**config.mk**
```make
export PLATFORM = sky130hd
export DESIGN_NAME = k5290_line_seq
export DESIGN_NICKNAME = d
export VERILOG_FILES = /design/src/rtl/k5290_line_seq_pkg.sv /design/src/rtl/k5290_line_seq_if.sv /design/src/rtl/k5290_line_seq_layer_slot.sv /design/src/rtl/k5290_line_seq.sv
export SDC_FILE = /design/constraint.sdc
export NUM_CORES = 1
export LEC_CHECK = 0
export CAP_MARGIN = 20
export CELL_PAD_IN_SITES_DETAIL_PLACEMENT = 1
export CELL_PAD_IN_SITES_GLOBAL_PLACEMENT = 2
export CORE_MARGIN = 2
export CORE_UTILIZATION = 33
export CTS_BUF_LIST = sky130_fd_sc_hd__clkbuf_4
export CTS_CLUSTER_DIAMETER = 100
export CTS_CLUSTER_SIZE = 12
export DETAILED_ROUTE_END_ITERATION = 7
export GPL_ROUTABILITY_DRIVEN = 1
export PLACE_DENSITY_LB_ADDON = 0.1
export SKIP_LAST_GASP = 1
export SYNTH_ARGS = -nofsm -noshare
export SYNTH_HDL_FRONTEND = slang
export SYNTH_HIERARCHICAL = 1
export SYNTH_SLANG_ARGS = --single-unit
```
**constraint.sdc**
```tcl
create_clock -name i_MCLK -period 3.4 [get_ports i_MCLK]
set_clock_uncertainty 0.05 [all_clocks]
set_input_delay 0.85 -clock i_MCLK [delete_from_list [all_inputs] [get_ports i_MCLK]]
set_output_delay 0.85 -clock i_MCLK [all_outputs]
set_load 0.03 [all_outputs]
```
**src/rtl/k5290_line_seq_pkg.sv**
```systemverilog
// rtl/k5290_line_seq_pkg.sv - shared mode encodings and latch offsets for the K005290 line sequencer
package k5290_seq_pkg;

    localparam logic [1:0] MODE_HOLD = 2'b00;
    localparam logic [1:0] MODE_SHR  = 2'b01;
    localparam logic [1:0] MODE_SHL  = 2'b10;
    localparam logic [1:0] MODE_LOAD = 2'b11;

    // Character data for each layer is latched this many pixels ahead of its load slot.
    localparam int A_LAT_OFS = 4;
    localparam int B_LAT_OFS = 2;

endpackage

```
**src/rtl/k5290_line_seq_if.sv**
```systemverilog
// rtl/k5290_line_seq_if.sv - per-layer link between the phase counter and one slot generator
interface k5290_line_seq_if;
    logic       cen;
    logic       line_start;
    logic       hblank;
    logic       flip;
    logic [2:0] ph;
    logic [2:0] fine;
    logic       latch;
    logic       ff;
    logic [1:0] mode;

    modport master (
        output cen, line_start, hblank, flip, ph, fine,
        input  latch, ff, mode
    );

    modport slave (
        input  cen, line_start, hblank, flip, ph, fine,
        output latch, ff, mode
    );
endinterface

```
**src/rtl/k5290_line_seq_layer_slot.sv**
```systemverilog
// rtl/k5290_line_seq_layer_slot.sv - scrolled load/latch slots, flip pipeline and 74194 mode for one layer
module k5290_layer_slot
    import k5290_seq_pkg::*;
#(
    parameter int LAT_OFS = 4,
    parameter bit HB_HOLD = 1'b1
) (
    input  logic              i_clk,
    input  logic              i_rst_n,
    k5290_line_seq_if.slave   s
);

    logic [2:0] r_fine;
    logic       r_flip_pend;
    logic       r_ff;
    logic       r_latch;
    logic [1:0] r_mode;

    logic [2:0] w_load_slot;
    logic [2:0] w_latch_slot;

    // Fine scroll slides the tile boundary; all slot arithmetic is mod 8.
    assign w_load_slot  = r_fine + 3'd7;
    assign w_latch_slot = w_load_slot - 3'(LAT_OFS);

    always_ff @(posedge i_clk) begin
        if (!i_rst_n) begin
            r_fine      <= 3'd0;
            r_flip_pend <= 1'b0;
            r_ff        <= 1'b0;
            r_latch     <= 1'b0;
            r_mode      <= MODE_HOLD;
        end else begin
            r_latch <= 1'b0;
            if (s.cen) begin
                if (s.ph == w_latch_slot) begin
                    r_latch     <= 1'b1;
                    r_flip_pend <= s.flip;
                end
                // Flip is only transferred on load so it never changes mid-tile.
                if (s.ph == w_load_slot) begin
                    r_mode <= MODE_LOAD;
                    r_ff   <= r_flip_pend;
                end else if (HB_HOLD && s.hblank) begin
                    r_mode <= MODE_HOLD;
                end else begin
                    r_mode <= r_ff ? MODE_SHL : MODE_SHR;
                end
                if (s.line_start) begin
                    r_fine <= s.fine;
                end
            end
        end
    end

    assign s.latch = r_latch;
    assign s.ff    = r_ff;
    assign s.mode  = r_mode;

endmodule

```
**src/rtl/k5290_line_seq.sv**
```systemverilog
// rtl/k5290_line_seq.sv - K005290 tileline latch sequencer: phase/pixel counters, strobes, two layer slots
module k5290_line_seq
    import k5290_seq_pkg::*;
#(
    parameter int HCNT_W  = 9,
    parameter bit HB_HOLD = 1'b1
) (
    input  logic              i_MCLK,
    input  logic              i_RST_n,
    input  logic              i_CEN_px,
    input  logic              i_LINE_START,
    input  logic              i_HBLANK,
    input  logic              i_A_FLIP,
    input  logic              i_B_FLIP,
    input  logic [2:0]        i_A_FINE,
    input  logic [2:0]        i_B_FINE,
    output logic              o_2HD,
    output logic              o_4HD_n,
    output logic              o_A_LATCH,
    output logic              o_B_LATCH,
    output logic [1:0]        o_A_MODE,
    output logic [1:0]        o_B_MODE,
    output logic              o_AFF,
    output logic              o_BFF,
    output logic [HCNT_W-1:0] o_HCNT
);

    logic [2:0]        r_ph;
    logic [HCNT_W-1:0] r_hcnt;
    logic              r_2hd;
    logic              r_4hd_n;

    logic [2:0]        w_ph_nxt;
    logic [HCNT_W-1:0] w_hcnt_nxt;

    assign w_ph_nxt   = i_LINE_START ? 3'd0 : r_ph + 3'd1;
    assign w_hcnt_nxt = i_LINE_START ? '0 : r_hcnt + HCNT_W'(1);

    // Strobes are derived from the next phase so they always track r_ph.
    always_ff @(posedge i_MCLK) begin
        if (!i_RST_n) begin
            r_ph    <= 3'd0;
            r_hcnt  <= '0;
            r_2hd   <= 1'b0;
            r_4hd_n <= 1'b1;
        end else if (i_CEN_px) begin
            r_ph    <= w_ph_nxt;
            r_hcnt  <= w_hcnt_nxt;
            r_2hd   <= w_ph_nxt[1];
            r_4hd_n <= ~w_ph_nxt[2];
        end
    end

    k5290_line_seq_if u_if_a ();
    k5290_line_seq_if u_if_b ();

    assign u_if_a.cen        = i_CEN_px;
    assign u_if_a.line_start = i_LINE_START;
    assign u_if_a.hblank     = i_HBLANK;
    assign u_if_a.flip       = i_A_FLIP;
    assign u_if_a.ph         = r_ph;
    assign u_if_a.fine       = i_A_FINE;

    assign u_if_b.cen        = i_CEN_px;
    assign u_if_b.line_start = i_LINE_START;
    assign u_if_b.hblank     = i_HBLANK;
    assign u_if_b.flip       = i_B_FLIP;
    assign u_if_b.ph         = r_ph;
    assign u_if_b.fine       = i_B_FINE;

    k5290_layer_slot #(.LAT_OFS(A_LAT_OFS), .HB_HOLD(HB_HOLD)) u_slot_a (
        .i_clk   (i_MCLK),
        .i_rst_n (i_RST_n),
        .s       (u_if_a.slave)
    );

    k5290_layer_slot #(.LAT_OFS(B_LAT_OFS), .HB_HOLD(HB_HOLD)) u_slot_b (
        .i_clk   (i_MCLK),
        .i_rst_n (i_RST_n),
        .s       (u_if_b.slave)
    );

    assign o_2HD     = r_2hd;
    assign o_4HD_n   = r_4hd_n;
    assign o_HCNT    = r_hcnt;
    assign o_A_LATCH = u_if_a.latch;
    assign o_B_LATCH = u_if_b.latch;
    assign o_A_MODE  = u_if_a.mode;
    assign o_B_MODE  = u_if_b.mode;
    assign o_AFF     = u_if_a.ff;
    assign o_BFF     = u_if_b.ff;

endmodule

```
==> metrics.txt, run 1 <==
Critical Path RT=2.50 ns; crit path cell chain=clkdlybuf4s50_1; critical path arrival=1.51 ns; Peak VDD IR=0.000117 V; routed len/inst=13.6 um; row count=23; crit-path leading delay family=buffers and inverters; Setup CP Type=register to output port; Yosys top cell area share=0.405; max-cap violations=0; Top Metal Used=met4; layout cell share with drive strength beyond 1=0.0773; CP max stage delay=0.72 ns; Post-Syn Nets=172; H-Tree Depth=2; largest fanout on the critical path=6; cell count after synthesis=155; total grt overflow=0; area grow syn2layout=29.8%; status=complete, no violations; vias=1221; Distinct cells, synth=33; Synth Register Bits=29; CP max stage cell=clkdlybuf4s50_1; biggest area consumer among synthesized cells=dfxtp_1; FMAX=415 MHz; fin area=0.00186 mm2; CP Capture Type=output port; period utilization=0.710; CP Buf/Inv Count=1; CTS resizes=0; Num CTS Buffers=5; main flop type after synthesis=dfxtp_1; Initial DRT Pass Iterations=4; largest net degree at the start of global routing=17; Max-Slew Margin vs Limit=0.635; Hold Path Origin=u_slot_b/r_fine[1]; clock root buffer=clkbuf_4; Final ANT Viol Nets=0; Met1 Wirelength=1610 um; Routed met3 length=149 um; Sw Ratio=0.280; IO Port Bufs=31; Slew Limit Fails=0; Clock Pin Slew Worst Setup and Hold Paths=0.09 ns; WL final=3310 um; area of the multi-input gates=806 um2; die area=0.00489 mm2; syn_area_per_cell=9.25 um2; combinational share of power=0.159; crit path launch type=register; DP HPWL=2540 um; Net Switching=0.184 mW; yosys warns=6; vias per inst=5.00; post-place instance area=0.00181 mm2; fin crit period=2.41 ns; Setup violations, final=0; Clock power frac=0.297; Total GRT Usage=0.150; Flop pwr share=0.544; antenna violations before repair=0; clock tree sinks=29; synthesized cell area=0.00143 mm2; # DRC=0; Initial Utilization=0.351; DR WL met2=1520 um; Final nets=210; Tot Pwr=0.657 mW; Pleak=0.724 nW; Chip Width=69.9 um; TNS Setup=0 ns; Die Height=69.9 um; Hold Crit Class=register to register; unrepaired setup endpoints after global routing=false; worst reg2reg startpoint=u_slot_b/r_fine[0]; hold_buf cts=0; Post-CTS Setup Bufs=0; first-pass GRT wire length=5940 um; Int Pwr=0.473 mW; GPL Wtd Cong=0.785; Seq/Total Area, Yosys=0.405; most common cell in the netlist=dfxtp_1; Pwr Density=353 mW/mm2; CP Launch Point=o_HCNT[2]; clk_lat worst skew=0.32 ns; n_diodes=0; register area=581 um2; Synth area leaders=dfxtp_1, nand2_1, mux2i_1; EDFF count, synth=0; clock buffer depth=2; async set or reset register ratio after synthesis=0; Placeable Area=0.00409 mm2; Commonest cells post-synth=dfxtp_1, nand2_1, a21oi_1, o21ai_0; endpoints failing hold=0; # fillers=484; DRT iter0 DRCs=41; CTS tree=built; worst-margin pin slew=0.545 ns; num ports=32; vias in the first global route=1254
[placed cells by master, fill, tap and decap left out, drive strengths merged, types with 3 or more instances in the layout]
cell type      instances
clkinv                 3
clkbuf                 5
o21ai                 10
nand3                  9
mux2i                  6
xor2                   8
a21oi                 10
a21boi                 6
nor2                   9
nor2b                  5
inv                    6
nand4                  6
clkdlybuf4s50         31
ha                     4
or3                    5
dfxtp                 29
nand2                 19
xnor2                  4
buf                    4
[worst paths after layout]
check                           slack (ns)                   end  cells past startpoint
worst max-delay path                  0.99             o_HCNT[2]                      1
worst min-delay path                  0.42    u_slot_b/r_fine[1]                      2
worst max register to register        1.65  u_slot_b/r_flip_pend                      6
worst min register to register        0.42    u_slot_b/r_fine[1]                      2
[metrics by stage]
step | util | hold slack [ns] | worst slack [ns] | std cells
after global placement | 0.443 | 0.400 | 0.856 | 236
after floorplan | - | 0.386 | 1.62 | 155
after detailed placement | 0.443 | 0.414 | 0.781 | 236
after CTS | 0.456 | 0.429 | 0.963 | 244
after global routing | 0.456 | 0.452 | 0.907 | 244
final | 0.456 | 0.424 | 0.987 | 244
[metal layers]
layer	vias to the layer above	global-route usage
met5	-	0
met4	0	0.0449
met3	4	0.0418
met2	24	0.232
met1	575	0.203
li1	618	-
[cells by family (layout without fill, tap and decap cells)]
kind of cell | after synthesis | count (layout) | share of synthesized area
buf+inv | 10 | 49 | 0.0332
simple gates | 62 | 62 | 0.238
mux | 6 | 6 | 0.0419
fa+ha+maj | 4 | 4 | 0.0349
compound gates | 30 | 30 | 0.124
flops | 29 | 29 | 0.405
xor+xnor | 14 | 14 | 0.123
[layout make-up]
cell class              count  area share
multi-input cells         116       0.433
flip-flops and latches     29       0.312
repair buffers             35       0.183
well taps                  50      0.0336
clock buffers               5      0.0202
inverters                   6      0.0121
clock inverters             3     0.00672
[power by group through the flow]
stage	Clock (mW)	Sequential, mW	Combinational [mW]
final	0.195	0.358	0.104
after global routing	0.222	0.359	0.116
after CTS	0.209	0.358	0.106
after detailed placement	0	0.366	0.106
after global placement	0	0.365	0.103
after floorplan	0	0.373	0.0567
[state kept, by name, indices dropped and copies added, names as in the netlist, 2 cells and up]
name / flops
r_ph: 3
u_slot_b/r_fine: 3
u_slot_b/s.mode: 2
o_HCNT: 9
u_slot_a/s.mode: 2
u_slot_a/r_fine: 3
(Power assumes the default switching activity.)
==> run 2: changes to the inputs <==
CORE_UTILIZATION = 28   (was 33)
clock period = 2.2 ns   (was 3.4 ns; I/O delays follow)
==> run 2 against run 1 <==
Net effect: sequential power rose by 54%; worst hold slack got worse by 0.0041 ns; first-iteration DRC count fell by 22%; die area rose by 17%; clock power rose by 81%; register-to-register slack got worse by 1.2 ns; non-clock buffer count rose by 4.
==> metrics.txt, run 2 (same netlist as run 1, synthesis figures left out) <==
most frequent cells in the layout=clkdlybuf4s50_1, dfxtp_1, nand2_1, a21oi_1, o21ai_0 (unchanged); Initial DRT Pass Iterations=4 (unchanged); area of the multi-input gates=806 um2 (unchanged); setup ws final=0.0955 ns (was 0.987 ns); Total GRT Usage=0.150 (about the same); WHS Endpoint=u_slot_a/r_fine[2] (was u_slot_b/r_fine[1]); DP HPWL=2830 um (was 2540 um); fin crit period=2.10 ns; max FFs per register=9 (unchanged); combinational share of power=0.157 (was 0.159); Int Pwr=0.784 mW (was 0.473 mW); Final Instance Count excl. Fillers=268 (was 244); worst reg2reg startpoint=u_slot_b/r_fine[0] (unchanged); crit path launch type=register (unchanged); H-Tree Depth=2 (unchanged); endpoints failing hold=0 (unchanged); vias=1255 (was 1221); largest fanout on the critical path=6 (unchanged); most common cell after layout, fill and taps aside=clkdlybuf4s50_1 (unchanged); Max-Slew Margin vs Limit=0.725 (was 0.635); GR Util met2=0.239 (was 0.232); vias in the first global route=1291 (was 1254); vias per inst=4.68 (was 5.00); unrepaired setup endpoints after global routing=false (unchanged); largest net degree at the start of global routing=14 (was 17); Setup violations, final=0 (unchanged); Placed Instances=260 (was 236); IO Port Bufs=31 (unchanged); Placeable Area=0.00501 mm2 (was 0.00409 mm2); FMAX=475 MHz; Pwr Density=558 mW/mm2 (was 353 mW/mm2); status=complete, no violations (unchanged); crit path cell chain=clkdlybuf4s50_1 (unchanged); crit-path leading delay family=buffers and inverters (unchanged); Final ANT Viol Nets=0 (unchanged); CP Buf/Inv Count=1 (unchanged); Worst Hold Path Cells=2 (unchanged); Final nets=214 (was 210); max-cap violations=0 (unchanged); Chip Width=75.6 um (was 69.9 um); met1 Track Usage GR=0.195 (was 0.203); clk_lat worst skew=0.32 ns (about the same); Critical Path RT=1.60 ns (was 2.50 ns); Setup CP Type=register to output port (unchanged); WL final=3740 um (was 3310 um); Slew Limit Fails=0 (unchanged); pre-CTS setup slack=0.0519 ns (was 0.781 ns); # fillers=617 (was 484); period utilization=0.957; Levels on crit path=1 (unchanged); Peak VDD IR=0.000188 V (was 0.000117 V); met3 GRT Util=0.0450 (was 0.0418); Num CTS Buffers=5 (unchanged); num ports=32 (unchanged); Reg-to-Reg End=u_slot_b/r_flip_pend (unchanged); layout cell share with drive strength beyond 1=0.106 (was 0.0773); Post-CTS Setup Bufs=0 (unchanged); area grow syn2layout=34.4% (was 29.8%); total grt overflow=0 (unchanged); register area=581 um2 (unchanged); CP Capture Type=output port (unchanged); CP max stage cell=clkdlybuf4s50_1 (unchanged); TNS Setup=0 ns (unchanged); die area=0.00571 mm2 (was 0.00489 mm2); Initial Utilization=0.286 (was 0.351); n_diodes=0 (unchanged); DRT iter0 DRCs=32 (was 41); hold_buf cts=0 (unchanged); Net Switching=0.291 mW (was 0.184 mW); antenna violations before repair=0 (unchanged); routed len/inst=14.0 um (was 13.6 um); Hold Crit Class=register to register (unchanged); clock buffer depth=2 (unchanged); Reg2Reg Setup Slack=0.47 ns (was 1.65 ns); reg2reg path depth=6 (unchanged); Die Height=75.6 um (was 69.9 um); clock tree sinks=29 (unchanged); Sw Ratio=0.271 (was 0.280); clock root buffer=clkbuf_4 (unchanged); CTS resizes=0 (unchanged); Flop pwr share=0.514 (was 0.544); Most Crowded Layer GR=met2 (unchanged); Tot Pwr=1.08 mW (was 0.657 mW); Clock power frac=0.328 (was 0.297); Pleak=0.751 nW (was 0.724 nW); critical path arrival=1.50 ns (was 1.51 ns); Hold Path Origin=u_slot_a/r_fine[2] (was u_slot_b/r_fine[1]); row count=26 (was 23); worst-margin pin slew=0.411 ns (was 0.545 ns); Clock Pin Slew Worst Setup and Hold Paths=0.09 ns (about the same); GPL Wtd Cong=0.812 (was 0.785); CP max stage delay=0.72 ns (about the same); # DRC=0 (unchanged); first-pass GRT wire length=6310 um (was 5940 um); CTS tree=built (unchanged)
## run 2: how the worst max path moves through the flow
stage                             startpoint              endpoint  slack (ns)
after CTS                          o_HCNT[2]             o_HCNT[2]        0.08
final                              o_HCNT[2]             o_HCNT[2]         0.1
after floorplan           u_slot_b/r_fine[0]  u_slot_b/r_flip_pend        0.65
after global routing               o_HCNT[2]             o_HCNT[2]        0.02
after global placement              i_CEN_px             o_HCNT[7]        0.08
after detailed placement            i_CEN_px             o_HCNT[5]        0.05
## run 2: layer usage
metal | part of all wire | up-vias
li1 | - | 623
met1 | 0.47 | 607
met2 | 0.48 | 20
met3 | 0.034 | 5
met4 | 0.012 | 0
met5 | 0 | -
## run 2: through the flow
step,hold WS (ns),utilization,area [um2]
detailed placement,0.417,0.373,1870
global route,0.463,0.385,1930
floorplan,0.386,-,1430
CTS,0.432,0.385,1930
global placement,0.398,0.373,1870
finish,0.420,0.385,1930
## run 2: layout make-up
cell class	count	area share
multi-input combinational	116	0.418
sequential	29	0.301
timing repair buffer	39	0.192
tap	70	0.0455
clock buffer	8	0.0312
inverter	6	0.0117
## run 2: power groups by stage
| stage | Clock, mW | Sequential (mW) | Combinational [mW] |
|---|---|---|---|
| final | 0.353 | 0.553 | 0.169 |
| after global routing | 0.398 | 0.556 | 0.185 |
| after CTS | 0.372 | 0.554 | 0.172 |
| after detailed placement | 0 | 0.565 | 0.170 |
| after global placement | 0 | 0.565 | 0.166 |
| after floorplan | 0 | 0.576 | 0.0876 |
